--- config.mk ---
export PLATFORM = sky130hd
export DESIGN_NAME = synch_interval_timer_flat
export DESIGN_NICKNAME = d
export VERILOG_FILES = /design/src/rtl/synch_interval_timer_if.sv /design/src/rtl/synch_interval_timer.sv /design/src/flat_wrapper.sv
export SDC_FILE = /design/constraint.sdc
export NUM_CORES = 1
export LEC_CHECK = 0
export ABC_AREA = 1
export BUFFER_PORTS_ARGS = -buffer_cell sky130_fd_sc_hd__buf_2
export CAP_MARGIN = 20
export CORE_MARGIN = 2
export CORE_UTILIZATION = 50
export DETAILED_ROUTE_END_ITERATION = 6
export PLACE_DENSITY = 0.81
export SYNTH_ARGS = -nofsm -noshare
export SYNTH_HDL_FRONTEND = slang
export SYNTH_SLANG_ARGS = --single-unit
--- constraint.sdc ---
create_clock -name clk -period 1.55 [get_ports clk]
set_input_delay 0.2325 -clock clk [delete_from_list [all_inputs] [get_ports clk]]
set_output_delay 0.2325 -clock clk [all_outputs]
set_load 0.01 [all_outputs]
--- src/rtl/synch_interval_timer_if.sv ---
// synch_interval_timer_if
// Control/status bundle for the interval timer.
//   start  : start request (sampled only while the timer is idle)
//   stop   : abort request, wins over start and over terminal count
//   mode   : 0 = one-shot, 1 = periodic; captured on an accepted start
//   period : interval length in cycles; captured on an accepted start
//   busy   : high while an interval is running
//   done   : one-cycle pulse when an interval completes
//   count  : elapsed cycles within the current interval
// master drives the requests, slave (the timer) drives the status.
interface synch_interval_timer_if #(
  parameter int WIDTH = 4
);
  logic             start;
  logic             stop;
  logic             mode;
  logic [WIDTH-1:0] period;
  logic             busy;
  logic             done;
  logic [WIDTH-1:0] count;

  modport master (
    output start, stop, mode, period,
    input  busy, done, count
  );

  modport slave (
    input  start, stop, mode, period,
    output busy, done, count
  );
endinterface

--- src/rtl/synch_interval_timer.sv ---
// synch_interval_timer
// Programmable interval timer: counts clock cycles up to a captured period
// and emits a registered one-cycle done pulse, either once (one-shot) or
// every period cycles (periodic, auto-reload with no gap cycle).
// Ports:
//   clk   : rising-edge clock
//   reset : asynchronous active-high reset, clears all state and outputs
//   bus   : slave side of synch_interval_timer_if (requests in, status out)
module synch_interval_timer #(
  parameter int WIDTH = 4
) (
  input  logic                  clk,
  input  logic                  reset,
  synch_interval_timer_if.slave bus
);

  typedef enum logic [0:0] {
    IDLE = 1'b0,
    RUN  = 1'b1
  } state_t;

  state_t           state_q;
  logic [WIDTH-1:0] count_q;
  logic [WIDTH-1:0] per_q;
  logic             mode_q;
  logic             busy_q;
  logic             done_q;

  logic [WIDTH-1:0] last_d;
  logic             term_d;
  logic [WIDTH-1:0] count_inc_d;

  // Terminal detect: per_q-1 wraps in WIDTH bits, but per_q=0 never reaches RUN.
  always_comb begin
    last_d      = per_q - {{(WIDTH-1){1'b0}}, 1'b1};
    count_inc_d = count_q + {{(WIDTH-1){1'b0}}, 1'b1};
    if (count_q == last_d) begin
      term_d = 1'b1;
    end else begin
      term_d = 1'b0;
    end
  end

  // Timer FSM with registered status outputs.
  always_ff @(posedge clk or posedge reset) begin
    if (reset) begin
      state_q <= IDLE;
      count_q <= {WIDTH{1'b0}};
      per_q   <= {WIDTH{1'b0}};
      mode_q  <= 1'b0;
      busy_q  <= 1'b0;
      done_q  <= 1'b0;
    end else begin
      done_q <= 1'b0;
      case (state_q)
        IDLE: begin
          if (bus.stop) begin
            state_q <= IDLE;
          end else if (bus.start) begin
            per_q  <= bus.period;
            mode_q <= bus.mode;
            if (bus.period == {WIDTH{1'b0}}) begin
              // Zero-length interval completes immediately without running.
              done_q <= 1'b1;
            end else begin
              state_q <= RUN;
              count_q <= {WIDTH{1'b0}};
              busy_q  <= 1'b1;
            end
          end else begin
            state_q <= IDLE;
          end
        end
        RUN: begin
          if (bus.stop) begin
            // Abort wins even on the terminal cycle: no done for this interval.
            state_q <= IDLE;
            count_q <= {WIDTH{1'b0}};
            busy_q  <= 1'b0;
          end else if (term_d) begin
            done_q  <= 1'b1;
            count_q <= {WIDTH{1'b0}};
            if (!mode_q) begin
              state_q <= IDLE;
              busy_q  <= 1'b0;
            end else begin
              // Periodic: next interval starts on this same edge.
              state_q <= RUN;
            end
          end else begin
            count_q <= count_inc_d;
          end
        end
        default: begin
          state_q <= IDLE;
          count_q <= {WIDTH{1'b0}};
          busy_q  <= 1'b0;
        end
      endcase
    end
  end

  assign bus.busy  = busy_q;
  assign bus.done  = done_q;
  assign bus.count = count_q;

endmodule

--- src/flat_wrapper.sv ---
// flat-port wrapper written by rule: the top's interface ports become plain ports
module synch_interval_timer_flat 
#(
  parameter int WIDTH = 4
)
  (clk, reset, bus_start, bus_stop, bus_mode, bus_period, bus_busy, bus_done, bus_count);
  synch_interval_timer_if #(.WIDTH(WIDTH)) bus_i ();
  input  logic clk;
  input  logic reset;
  input wire logic [$bits(bus_i.start)-1:0] bus_start;
  input wire logic [$bits(bus_i.stop)-1:0] bus_stop;
  input wire logic [$bits(bus_i.mode)-1:0] bus_mode;
  input wire logic [$bits(bus_i.period)-1:0] bus_period;
  output wire logic [$bits(bus_i.busy)-1:0] bus_busy;
  output wire logic [$bits(bus_i.done)-1:0] bus_done;
  output wire logic [$bits(bus_i.count)-1:0] bus_count;
  assign bus_i.start = bus_start;
  assign bus_i.stop = bus_stop;
  assign bus_i.mode = bus_mode;
  assign bus_i.period = bus_period;
  assign bus_busy = bus_i.busy;
  assign bus_done = bus_i.done;
  assign bus_count = bus_i.count;
  synch_interval_timer #(.WIDTH(WIDTH)) u_core (.clk(clk), .reset(reset), .bus(bus_i));
endmodule
Yosys cells after proc, flatten, opt, wreduce, memory -nomap -nowiden --
Cells that the tools add are included.
Operators by class: add/sub/neg operators 2, multipliers 0, div/mod/pow operators 0, magnitude comparators 0, eq/ne operators 6, shift operators 0, muxes and demuxes 27, bitwise operators 2, reduce and logical (&&, ||, !) cells 4
Operator list (count):
- $mux W4 | 5
- $mux W1 | 18
- $pmux W4 S2 | 1
- $ne A2 B2 Y1 const B | 3
- $ne A3 B3 Y1 const B | 2
- $pmux W1 S2 | 3
- $reduce_and A3 Y1 | 2
- $reduce_and A5 Y1 | 1
- $add A4 B1 Y4 const B | 1
- $eq A4 B4 Y1 | 1
- $logic_not A4 Y1 | 1
- $sub A4 B1 Y4 const B | 1
- $not A1 Y1 | 2
Storage, ports and cells: register bits 12, bits in latches 0, bits in writable memories 0, ROM bits 0, bits of input ports 9, memories 0

Logic depth before layout (Yosys ltp) --
Gate-level depths: netlist of run 1.
word-level depth 6, gate-level depth with buffers 11, depth with buffers taken out 11

Worst setup path after synthesis of run 1 --
No wires, ideal clock.
path kind register to register, start point register u_core.per_q[0], end point register u_core.state_q, arrival time 1.239 ns, path slack 0.188 ns, cell stages (with the launch flop) 9, period minus slack after synthesis 1.362 ns, cell sequence dfrtp_1 inv_2 ha_1 xor2_1 nand2_1 nor2_2 nand3_1 nand2_1 o21ai_1
On the way: cells in the longest elaborated chain, start to end 6
RTL lines:
- start, declared | RTL line synch_interval_timer.sv:24 | logic [WIDTH-1:0] per_q;
- start signal, assigned | RTL line synch_interval_timer.sv:49 | per_q <= {WIDTH{1'b0}};
- start signal, assigned | RTL line synch_interval_timer.sv:60 | per_q <= bus.period;
- $sub A4 B1 Y4 | RTL line synch_interval_timer.sv:35 | last_d = per_q - {{(WIDTH-1){1'b0}}, 1'b1};
- $eq A4 B4 Y1 | RTL line synch_interval_timer.sv:37 | if (count_q == last_d) begin
- $mux W1 | RTL line synch_interval_timer.sv:37
- $mux W1 | RTL line synch_interval_timer.sv:80 | end else if (term_d) begin
- $mux W1 | RTL line synch_interval_timer.sv:75 | if (bus.stop) begin
- $pmux W1 S2 | RTL line synch_interval_timer.sv:55 | case (state_q)
- end signal, assigned | RTL line synch_interval_timer.sv:58 | state_q <= IDLE;
- end signal, assigned | RTL line synch_interval_timer.sv:77 | state_q <= IDLE;
- end signal, assigned | RTL line synch_interval_timer.sv:84 | state_q <= IDLE;
- end, declared | RTL line synch_interval_timer.sv:22 | state_t state_q;
No other way between the ends. A chain may end at the register's enable or synchronous reset.

Final worst setup path of run 1 --
start point register u_core.per_q[0], end point register u_core.count_q[1] (netlist: u_core.bus.count[1])
On the way: cells in the longest elaborated chain, start to end 6
RTL lines:
- $sub A4 B1 Y4 | RTL line synch_interval_timer.sv:35
- $eq A4 B4 Y1 | RTL line synch_interval_timer.sv:37
- $mux W1 | RTL line synch_interval_timer.sv:37
- $mux W4 | RTL line synch_interval_timer.sv:80
- $mux W4 | RTL line synch_interval_timer.sv:75
- $pmux W4 S2 | RTL line synch_interval_timer.sv:55
- end signal, assigned | RTL line synch_interval_timer.sv:48 | count_q <= {WIDTH{1'b0}};
- end signal, assigned | RTL line synch_interval_timer.sv:78 | count_q <= {WIDTH{1'b0}};
- end signal, assigned | RTL line synch_interval_timer.sv:82 | count_q <= {WIDTH{1'b0}};
- end, declared | RTL line synch_interval_timer.sv:23 | logic [WIDTH-1:0] count_q;
No other way between the ends.

==> results.py, run 1 <==
metrics = {
    "place": {
        "gp_congestion": 0.7644,
        "dp.cells": 118,
        "port_buffers": 14,
        "pre_cts_ws_ps": 59.44,
        "place_area_sq_um": 778.2,
        "dpl.hpwl_mm": 1.024,
    },
    "clock_tree": {
        "cts_sinks": 12,
        "cts_root_buffer": "clkbuf_4",
        "clk_pin_slew_ps": 70,
        "cts_tree": "yes",
        "clk_latency_ps": 270,
        "cts_made_buffers": 3,
        "htree_num_levels": 1,
        "clk_path_buf_depth": 2,
    },
    "pwr": {
        "seqPwrFrac": 0.459,
        "p_per_area_mw_per_mm2": 1015,
        "pwr-share-comb": 0.319,
        "p_clk_frac": 0.222,
        "p_int_uw": 554.1,
        "power_switching_uw": 291.7,
        "vdd_drop_max_v": 0.0006520,
        "leakagePower_nw": 0.4529,
        "swShare": 0.3449,
        "finalPower_uw": 845.8,
    },
    "floorplanning": {
        "num_rows": 13,
        "die-height_microns": 41.27,
        "initial_utilization": 0.5337,
        "io_pins": 15,
        "die_area_sq_mm": 0.001703,
        "die_x_microns": 41.27,
        "core_area_sq_mm": 0.001301,
    },
    "setup_path": {
        "rr_worst_depth": 8,
        "critPathMaxFanout": 3,
        "cp-end-kind": "register",
        "worstPathRequired_ps": 1710,
        "crit_arrival_ps": 1600,
        "startpoint_type": "register",
        "timing.rr.end": "u_core.bus.count[1]$_DFFE_PP0P_",
        "rrSetupSlack_ps": 110,
        "crit_type": "register to register",
        "regToRegStartpoint": "u_core.per_q[0]$_DFFE_PP0P_",
    },
    "synthesis": {
        "post_synth_mux_area_share": 0,
        "syn_area_sq_um": 694.4,
        "synth-seq-cells": 12,
        "synth_compound_area_frac": 0.1225,
        "synth_area_leaders": "dfrtp_1 (43%), nand2_1 (13%), inv_1 (7.6%)",
        "synth_top_family_by_area": "simple AND/OR/NAND/NOR gates",
        "synth_cell_types": 19,
        "syn_area_per_cell_sq_um": 7.716,
        "synth_nets": 101,
        "synth_top_cell_area_share": 0.4324,
        "synth_simple_gate_area_frac": 0.2721,
        "synth_fa_ha_area_frac": 0.03604,
        "synthCells": 90,
        "synth_xor_area_frac": 0.03784,
        "yosysSeqAreaShare": 0.4324,
        "synth_area_leader_cell": "dfrtp_1",
        "yosysWarnings": 0,
    },
    "finish": {
        "final_common_cell": "nand2_1",
        "area_growth_pct": 20.00,
        "final_layout_size_suffix_gt1_frac": 0.3119,
        "final_cell_area_sq_um": 833.3,
        "final_cell_mix": "nand2_1 (23), inv_1 (14), buf_2 (14), dfrtp_1 (12), o21ai_1 (7)",
        "final_util": 0.6404,
        "diodes": 0,
        "fin_cells": 124,
        "nets": 122,
    },
    "timing": {
        "setup_viol": 0,
        "tightestPinTransition_ps": 457.5,
        "holdWs_ps": 208.6,
        "grt_setup_unrepaired": "yes",
        "fmax_mhz": 696.3,
        "slew_violations": 0,
        "finalSetupTns_ps": 0,
        "hold_viol_final": 0,
        "worst_slack_ps": 113.8,
        "period_share": 0.9266,
        "clock_skew_ps": 0.3116,
        "relSlewSlack": 0.6947,
        "period_minus_slack_ps": 1436,
    },
    "detailed_routing": {
        "ant_nets": 0,
        "drt-initial-drc-count": 2,
        "firstDrtPassIters": 2,
        "drt_wl_total_mm": 1.284,
        "vias": 593,
        "vias_per_cell": 4.782,
        "drc": 0,
        "post_drt_wl_per_cell_microns": 10.35,
    },
    "status": {
        "status": "completed",
    },
    "grt": {
        "grt_overflow": 0,
        "antenna_found_initial": 0,
        "grtUsageTotal": 0.2077,
        "grt_pass1_wl_mm": 2.145,
        "grt_pass1_vias": 542,
        "grt_max_degree": 13,
    },
    "worst_hold_path": {
        "hold_depth": 3,
        "hp-class": "input port to register",
        "holdPathEnd": "u_core.per_q[2]$_DFFE_PP0P_",
        "hp-start": "bus_period[2]",
    },
    "job": {
        "maxCapViolations": 0,
    },
}
cell type report:
class | count | area, sq um
Timing Repair Buffer | 17 | 95.09
Clock buffer | 3 | 22.52
Tap cell | 15 | 18.77
Sequential cell | 12 | 300.3
Fill cell | 120 | 467.9
Multi-Input combinational cell | 60 | 332.8
Inverter | 17 | 63.81
worst max-delay path, cell delays in order (launching register included):
cell and delay [ps]:
dfrtp_1 380, inv_2 50, ha_1 300, xor2_1 130, nand2_1 100, nor2_4 120
nand2_2 70, nand2_2 100, o22ai_2 70
sequential cells by signal, summed over array words and instances (netlist names):
| name | count |
|---|---|
| u_core.bus.busy | 1 |
| u_core.mode_q | 1 |
| u_core.state_q | 1 |
| u_core.bus.count | 4 |
| u_core.bus.done | 1 |
| u_core.per_q | 4 |
cells by family (layout without fill, tap and decap cells):
kind of cell | count (synthesis) | after routing
adder cells (fa/ha/maj) | 2 | 2
AND/OR/NAND/NOR | 42 | 42
AO/OA/AOI/OAI | 13 | 13
buffers and inverters | 18 | 37
XOR/XNOR | 3 | 3
flip-flops | 12 | 12
how the worst max path moves through the flow:
stage / start / to
floorplan: u_core.per_q[0]$_DFFE_PP0P_ / u_core.state_q$_DFF_PP0_
global placement: u_core.per_q[0]$_DFFE_PP0P_ / u_core.state_q$_DFF_PP0_
detailed placement: u_core.per_q[0]$_DFFE_PP0P_ / u_core.state_q$_DFF_PP0_
CTS: u_core.per_q[0]$_DFFE_PP0P_ / u_core.state_q$_DFF_PP0_
global route: u_core.per_q[0]$_DFFE_PP0P_ / u_core.state_q$_DFF_PP0_
finish: u_core.per_q[0]$_DFFE_PP0P_ / u_core.bus.count[1]$_DFFE_PP0P_
cells in the mapped netlist:
| cell | instances |
|---|---|
| a21oi_1 | 1 |
| nor3_1 | 1 |
| buf_2 | 1 |
| inv_1 | 14 |
| o22ai_2 | 1 |
| o21ai_1 | 7 |
| nor2_1 | 2 |
| nand3_1 | 6 |
| nand4_1 | 2 |
| xor2_1 | 2 |
| nand2_2 | 5 |
| nand2_1 | 24 |
| inv_2 | 3 |
| ha_1 | 2 |
| a31oi_1 | 1 |
| xnor2_1 | 1 |
| nor2_2 | 2 |
| a21oi_2 | 3 |
| dfrtp_1 | 12 |
power groups by stage:
stage | Combinational [mW] | Sequential, mW | Clock (mW)
2_1_floorplan | 0.187 | 0.394 | 0
3_3_place_gp | 0.238 | 0.391 | 0
3_5_place_dp | 0.248 | 0.394 | 0
4_1_cts | 0.250 | 0.388 | 0.189
5_1_grt | 0.310 | 0.392 | 0.210
6_report | 0.270 | 0.388 | 0.188
timing repair:
action | CTS | global route
hold endpoints to repair | 12 | 0
setup endpoints to repair | 0 | 6
hold buffers | 1 | 0
resized for setup | 0 | 2
buffers inserted | 0 | 2
layer usage:
metal	part of all wire	vias to the layer above	GRT usage	routed length [microns]
li1	-	322	-	-
met1	0.43	258	0.2383	553
met2	0.50	9	0.3359	637
met3	0.033	4	0.03261	43
met4	0.038	0	0.1694	49
met5	0	-	0	0
Power figures use the tool's default switching activity.
==> inputs of run 2 (changes only) <==
- RECOVER_POWER: not set -> 50
==> run 2 against run 1 <==
Wire length is essentially flat; cell area shrank 0.30%; power down 0.19%; sequential power about the same; die area unchanged; clock skew hardly changed; critical path depth unchanged; worst setup slack barely moved; worst hold slack about the same; global-route usage stayed put; largest cell class unchanged; non-clock buffer count did not move; combinational power barely moved.
==> results.py, run 2 (same netlist as run 1, synthesis figures left out) <==
metrics = {
    "place": {
        "dp.cells": 118,
        "place_area_sq_um": 778.2,
        "gp_congestion": 0.7644,
        "dpl.hpwl_mm": 1.024,
        "port_buffers": 14,
    },
    "floorplanning": {
        "core_area_sq_mm": 0.001301,
        "initial_utilization": 0.5337,
        "io_pins": 15,
        "num_rows": 13,
        "die_x_microns": 41.27,
        "die_area_sq_mm": 0.001703,
        "die-height_microns": 41.27,
    },
    "clock_tree": {
        "cts_root_buffer": "clkbuf_4",
        "cts_tree": "yes",
        "clk_pin_slew_ps": 70,
        "clk_latency_ps": 270,
        "htree_num_levels": 1,
        "cts_made_buffers": 3,
        "clk_path_buf_depth": 2,
        "cts_sinks": 12,
    },
    "pwr": {
        "finalPower_uw": 844.3,
        "vdd_drop_max_v": 0.0006519,
        "leakagePower_nw": 0.4453,
        "p_per_area_mw_per_mm2": 1016,
    },
    "detailed_routing": {
        "vias_per_cell": 4.782,
        "ant_nets": 0,
        "drc": 0,
        "drt-initial-drc-count": 2,
        "vias": 593,
        "firstDrtPassIters": 2,
        "drt_wl_total_mm": 1.283,
        "post_drt_wl_per_cell_microns": 10.35,
    },
    "setup_path": {
        "crit_type": "register to register",
        "cp_common_cell": "nand2_2",
        "cp-end-kind": "register",
        "path_buf_inv": 1,
        "max_stage_delay_ps": 380,
        "crit_arrival_ps": 1600,
        "cp_slowest_cell": "dfrtp_1",
        "critPathMaxFanout": 3,
        "startpoint_type": "register",
        "crit_family": "simple AND/OR/NAND/NOR gates",
        "worstPathRequired_ps": 1710,
        "path_cells": "inv_2, ha_1, xor2_1, nand2_1, nor2_4, nand2_2, nand2_2, o22ai_2",
    },
    "status": {
        "status": "completed",
    },
    "timing": {
        "fmax_mhz": 696.3,
        "finalSetupTns_ps": 0,
        "grt_setup_unrepaired": "yes",
        "tightestPinTransition_ps": 457.4,
        "slew_violations": 0,
        "relSlewSlack": 0.6947,
        "hold_viol_final": 0,
        "clock_skew_ps": 0.4010,
        "period_minus_slack_ps": 1436,
        "setup_viol": 0,
        "period_share": 0.9265,
    },
    "finish": {
        "final_layout_size_suffix_gt1_frac": 0.2936,
        "fin_cells": 124,
        "final_cell_mix": "nand2_1 (23), inv_1 (14), buf_2 (12), dfrtp_1 (12), o21ai_1 (7)",
        "final_cell_area_sq_um": 830.8,
        "diodes": 0,
        "nets": 122,
        "final_common_cell": "nand2_1",
        "final_util": 0.6385,
        "area_growth_pct": 19.64,
    },
    "grt": {
        "antenna_found_initial": 0,
        "grt_max_degree": 13,
        "grt_overflow": 0,
        "grtUsageTotal": 0.2077,
        "grt_pass1_wl_mm": 2.145,
        "grt_pass1_vias": 542,
    },
    "job": {
        "maxCapViolations": 0,
    },
    "worst_hold_path": {
        "hp-class": "input port to register",
    },
}
[run 2: changes by cell type in the layout (fill, tap and decap cells not counted), sizes merged]
cell	change
buf	-2
clkbuf	+2
[run 2: path summary, 6_finish.rpt]
check / from / endpoint / slack (ps) / cells past startpoint
worst max-delay path: u_core.per_q[0]$_DFFE_PP0P_ / u_core.bus.count[1]$_DFFE_PP0P_ / 110 / 8
worst min-delay path: bus_period[2] / u_core.per_q[2]$_DFFE_PP0P_ / 210 / 3
worst max register to register: u_core.per_q[0]$_DFFE_PP0P_ / u_core.bus.count[1]$_DFFE_PP0P_ / 110 / 8
worst min register to register: u_core.per_q[1]$_DFFE_PP0P_ / u_core.per_q[1]$_DFFE_PP0P_ / 490 / 2
max in group asynchronous: reset / u_core.per_q[2]$_DFFE_PP0P_ / 740 / 3
min in group asynchronous: reset / u_core.mode_q$_DFFE_PP0P_ / 500 / 3
[run 2: where the power goes]
part,internal [mW],total (mW),switching [mW]
clock network,0.0901,0.188,0.0982
registers,0.355,0.388,0.0333
logic,0.107,0.268,0.161
[run 2: timing repair]
item                                   4_1_cts  5_1_grt
setup buffers                                0        2
endpoints found under the hold margin       12        0
hold buffers                                 1        0
setup endpoints to repair                    0        6
gates resized for setup                      0        2
[run 2: layout make-up]
cell class	count	area, sq um
multi-input cells	60	332.8
well taps	15	18.77
inverters	17	63.81
clock buffers	3	22.52
repair buffers	17	92.59
flip-flops and latches	12	300.3
fillers	122	470.5
[run 2: per-layer routing]
metal | global-route usage | part of all wire
met3 | 0.03261 | 0.033
met2 | 0.3359 | 0.50
met1 | 0.2383 | 0.43
met5 | 0 | 0
met4 | 0.1694 | 0.038
[run 2: tightest hold or removal path: stages]
cell	delay, ps
buf_2	90
inv_1	50
o21ai_1	60
[run 2: through the flow]
stage                     hold slack [ps]  worst slack (ps)
final                               208.3             113.9
after global routing                223.8            -23.23
after CTS                           208.5             43.91
after detailed placement            263.6             59.44
after global placement              254.4             127.6
after floorplan                     97.20             187.8
==> inputs of run 3 (changes only) <==
- ABC_AREA: 1 -> not set
- PLACE_DENSITY: 0.81 -> 0.82
==> run 3 against run 2 <==
The flow now finishes with violations (negative setup slack); non-clock buffer count rose by 4; critical path depth fell by 4; first-iteration DRC count rose to 4.5 times the previous value; count of clock-buffer cells in the layout did not move; clock power rose by 7%; sequential share of layout area fell by 2.1 points; utilization rose by 5.6 points; power rose by 41%; maximum frequency fell by 11%; cell area rose by 6.0%; worst setup slack got worse by 170 ps; critical path type unchanged; largest power group is now combinational cells; highest routed layer unchanged.
==> results.py, run 3 <==
metrics = {
    "timing": {
        "period_share": 1.036,
        "period_minus_slack_ps": 1606,
        "worst_slack_ps": -56.22,
        "slew_violations": 0,
        "relSlewSlack": 0.6803,
        "grt_setup_unrepaired": "yes",
        "clock_skew_ps": 6.590,
        "tightestPinTransition_ps": 479.0,
        "hold_viol_final": 0,
        "setup_viol": 2,
        "fmax_mhz": 622.6,
    },
    "floorplanning": {
        "core_area_sq_mm": 0.001269,
        "num_rows": 13,
        "die-height_microns": 40.32,
        "die_x_microns": 40.32,
        "io_pins": 15,
        "die_area_sq_mm": 0.001625,
        "initial_utilization": 0.5197,
    },
    "synthesis": {
        "synth_cell_types": 29,
        "syn_area_per_cell_sq_um": 11.18,
        "async_flop_share": 1.000,
        "yosysSeqAreaShare": 0.4554,
        "syn_area_sq_um": 659.4,
        "synth_top_cell_area_share": 0.4554,
        "synth.most_common_cell": "dfrtp_1",
        "synth_nets": 70,
        "synthCells": 59,
        "synth_area_leader_cell": "dfrtp_1",
        "yosysWarnings": 0,
        "synth-edff-count": 0,
        "synth_area_leaders": "dfrtp_1 (46%), mux2_2 (6.8%), xnor2_1 (4.0%)",
        "synth_ff_type": "dfrtp_1",
        "synth_common_cells": "dfrtp_1 (12), inv_1 (6), a21oi_1 (5)",
        "synth-seq-cells": 12,
    },
    "setup_path": {
        "path_cells": "xor3_1, nor3_4, a21oi_2, a311o_1",
        "worst-path-stages": 4,
        "critPathMaxFanout": 4,
        "startpoint_type": "register",
        "rr_worst_depth": 4,
        "cp-end-kind": "register",
        "crit_family": "XOR/XNOR gates",
        "path_buf_inv": 0,
        "max_stage_delay_ps": 470,
        "crit_type": "register to register",
        "worstPathRequired_ps": 1710,
        "crit_arrival_ps": 1770,
        "cp_slowest_cell": "xor3_1",
    },
    "detailed_routing": {
        "post_drt_wl_per_cell_microns": 14.53,
        "ant_nets": 0,
        "firstDrtPassIters": 5,
        "vias": 531,
        "vias_per_cell": 5.474,
        "drc": 0,
        "drt-initial-drc-count": 9,
        "drt_wl_total_mm": 1.409,
    },
    "clock_tree": {
        "cts_root_buffer": "clkbuf_4",
        "clk_latency_ps": 280,
        "clk_path_buf_depth": 2,
        "cts_made_buffers": 3,
        "clk_pin_slew_ps": 80,
        "htree_num_levels": 1,
        "cts_sinks": 12,
        "cts_tree": "yes",
    },
    "grt": {
        "grt_pass1_vias": 485,
        "grtUsageTotal": 0.2056,
        "grt_overflow": 0,
        "grt_pass1_wl_mm": 2.083,
        "antenna_found_initial": 0,
        "grt_max_degree": 13,
    },
    "job": {
        "maxCapViolations": 0,
    },
    "place": {
        "pre_cts_ws_ps": -103.9,
        "dpl.hpwl_microns": 935.5,
        "place_area_sq_um": 802.0,
        "gp_congestion": 0.7413,
        "port_buffers": 14,
    },
    "finish": {
        "diodes": 0,
        "final_cell_area_sq_um": 880.8,
        "nets": 95,
        "final_layout_size_suffix_gt1_frac": 0.4756,
        "final_cell_mix": "buf_2 (13), dfrtp_1 (12), buf_4 (6), a21oi_1 (5), inv_1 (4)",
        "final_common_cell": "buf_2",
        "area_growth_pct": 33.59,
    },
    "pwr": {
        "vdd_drop_max_v": 0.0006107,
        "p_per_area_mw_per_mm2": 1349,
        "leakagePower_nw": 0.4101,
    },
    "worst_hold_path": {
        "hp-class": "input port to register",
        "hold_depth": 3,
    },
    "status": {
        "status": "finished with violations",
        "violations": "negative setup slack",
    },
}
[run 3: cell types whose count changed after synthesis, moves of 3 or more]
cell / previous run / this run
nand2_2: 5 / 0
inv_2: 3 / 0
nand2_1: 24 / 2
a21oi_1: 1 / 5
inv_1: 14 / 6
o21ai_1: 7 / 0
mux2_2: 0 / 4
nand3_1: 6 / 1
nor2b_1: 0 / 3
[run 3: metrics by stage]
step | total power, mW | TNS (ps) | hold WS, ps | util | cells
floorplan | 0.7771 | 0 | 97.20 | - | 59
global placement | 0.8847 | -53.31 | 265.2 | 0.6322 | 92
detailed placement | 0.8997 | -226.9 | 271.6 | 0.6322 | 92
CTS | 1.105 | -216.8 | 188.4 | 0.6637 | 97
global route | 1.261 | -354.3 | 199.8 | 0.6943 | 97
finish | 1.188 | -76.30 | 173.5 | 0.6943 | 97
[run 3: what timing repair did]
| item | in CTS | in global routing |
|---|---|---|
| hold buffers | 1 | 0 |
| gates resized for setup | 1 | 7 |
| endpoints found under the setup margin | 3 | 9 |
| pin swaps | 2 | 2 |
| buffers inserted | 1 | 0 |
| endpoints found under the hold margin | 12 | 0 |
[run 3: worst paths after layout]
kind                                                  start                              end  slack, ps
worst max-delay path            u_core.per_q[2]$_DFFE_PP0P_  u_core.bus.count[3]$_DFFE_PP0P_        -60
worst max register to register  u_core.per_q[2]$_DFFE_PP0P_  u_core.bus.count[3]$_DFFE_PP0P_        -60
min in group asynchronous                             reset      u_core.per_q[0]$_DFFE_PP0P_        520
worst min-delay path                          bus_period[0]      u_core.per_q[0]$_DFFE_PP0P_        170
max in group asynchronous                             reset  u_core.bus.count[3]$_DFFE_PP0P_        700
worst min register to register  u_core.per_q[3]$_DFFE_PP0P_      u_core.per_q[3]$_DFFE_PP0P_        550
[run 3: worst register-to-register path: stages (launching register included)]
cell	delay, ps
dfrtp_1	400
xor3_1	470
nor3_4	190
a21oi_2	110
a311o_1	320
[run 3: routing by layer]
layer	GRT usage	up-vias	share of wire
met2	0.3387	15	0.48
met4	0.1000	0	0.036
li1	-	258	-
met5	0	-	0
met3	0.03333	7	0.045
met1	0.2606	251	0.43
[run 3: where the power goes]
part | switching (mW) | total (mW) | internal, mW
Combinational | 0.238 | 0.530 | 0.293
Sequential | 0.0744 | 0.457 | 0.383
Clock | 0.110 | 0.201 | 0.0902
Total | 0.423 | 1.19 | 0.766
[run 3: final cells by class]
type                       instances  area (sq um)
inverter                           6         22.52
fill                              94         387.9
multi-input combinational         40         392.9
sequential                        12         300.3
clock buffer                       3         22.52
tap                               15         18.77
timing repair buffer              21         123.9
[run 3: logic make-up after synthesis]
kind of cell	count (synthesis)	share of synthesized area
buffers and inverters	7	0.03984
adder cells (fa/ha/maj)	2	0.03794
AND/OR/NAND/NOR	14	0.1480
AO/OA/AOI/OAI	15	0.1613
XOR/XNOR	5	0.08919
multiplexers	4	0.06831
flip-flops	12	0.4554
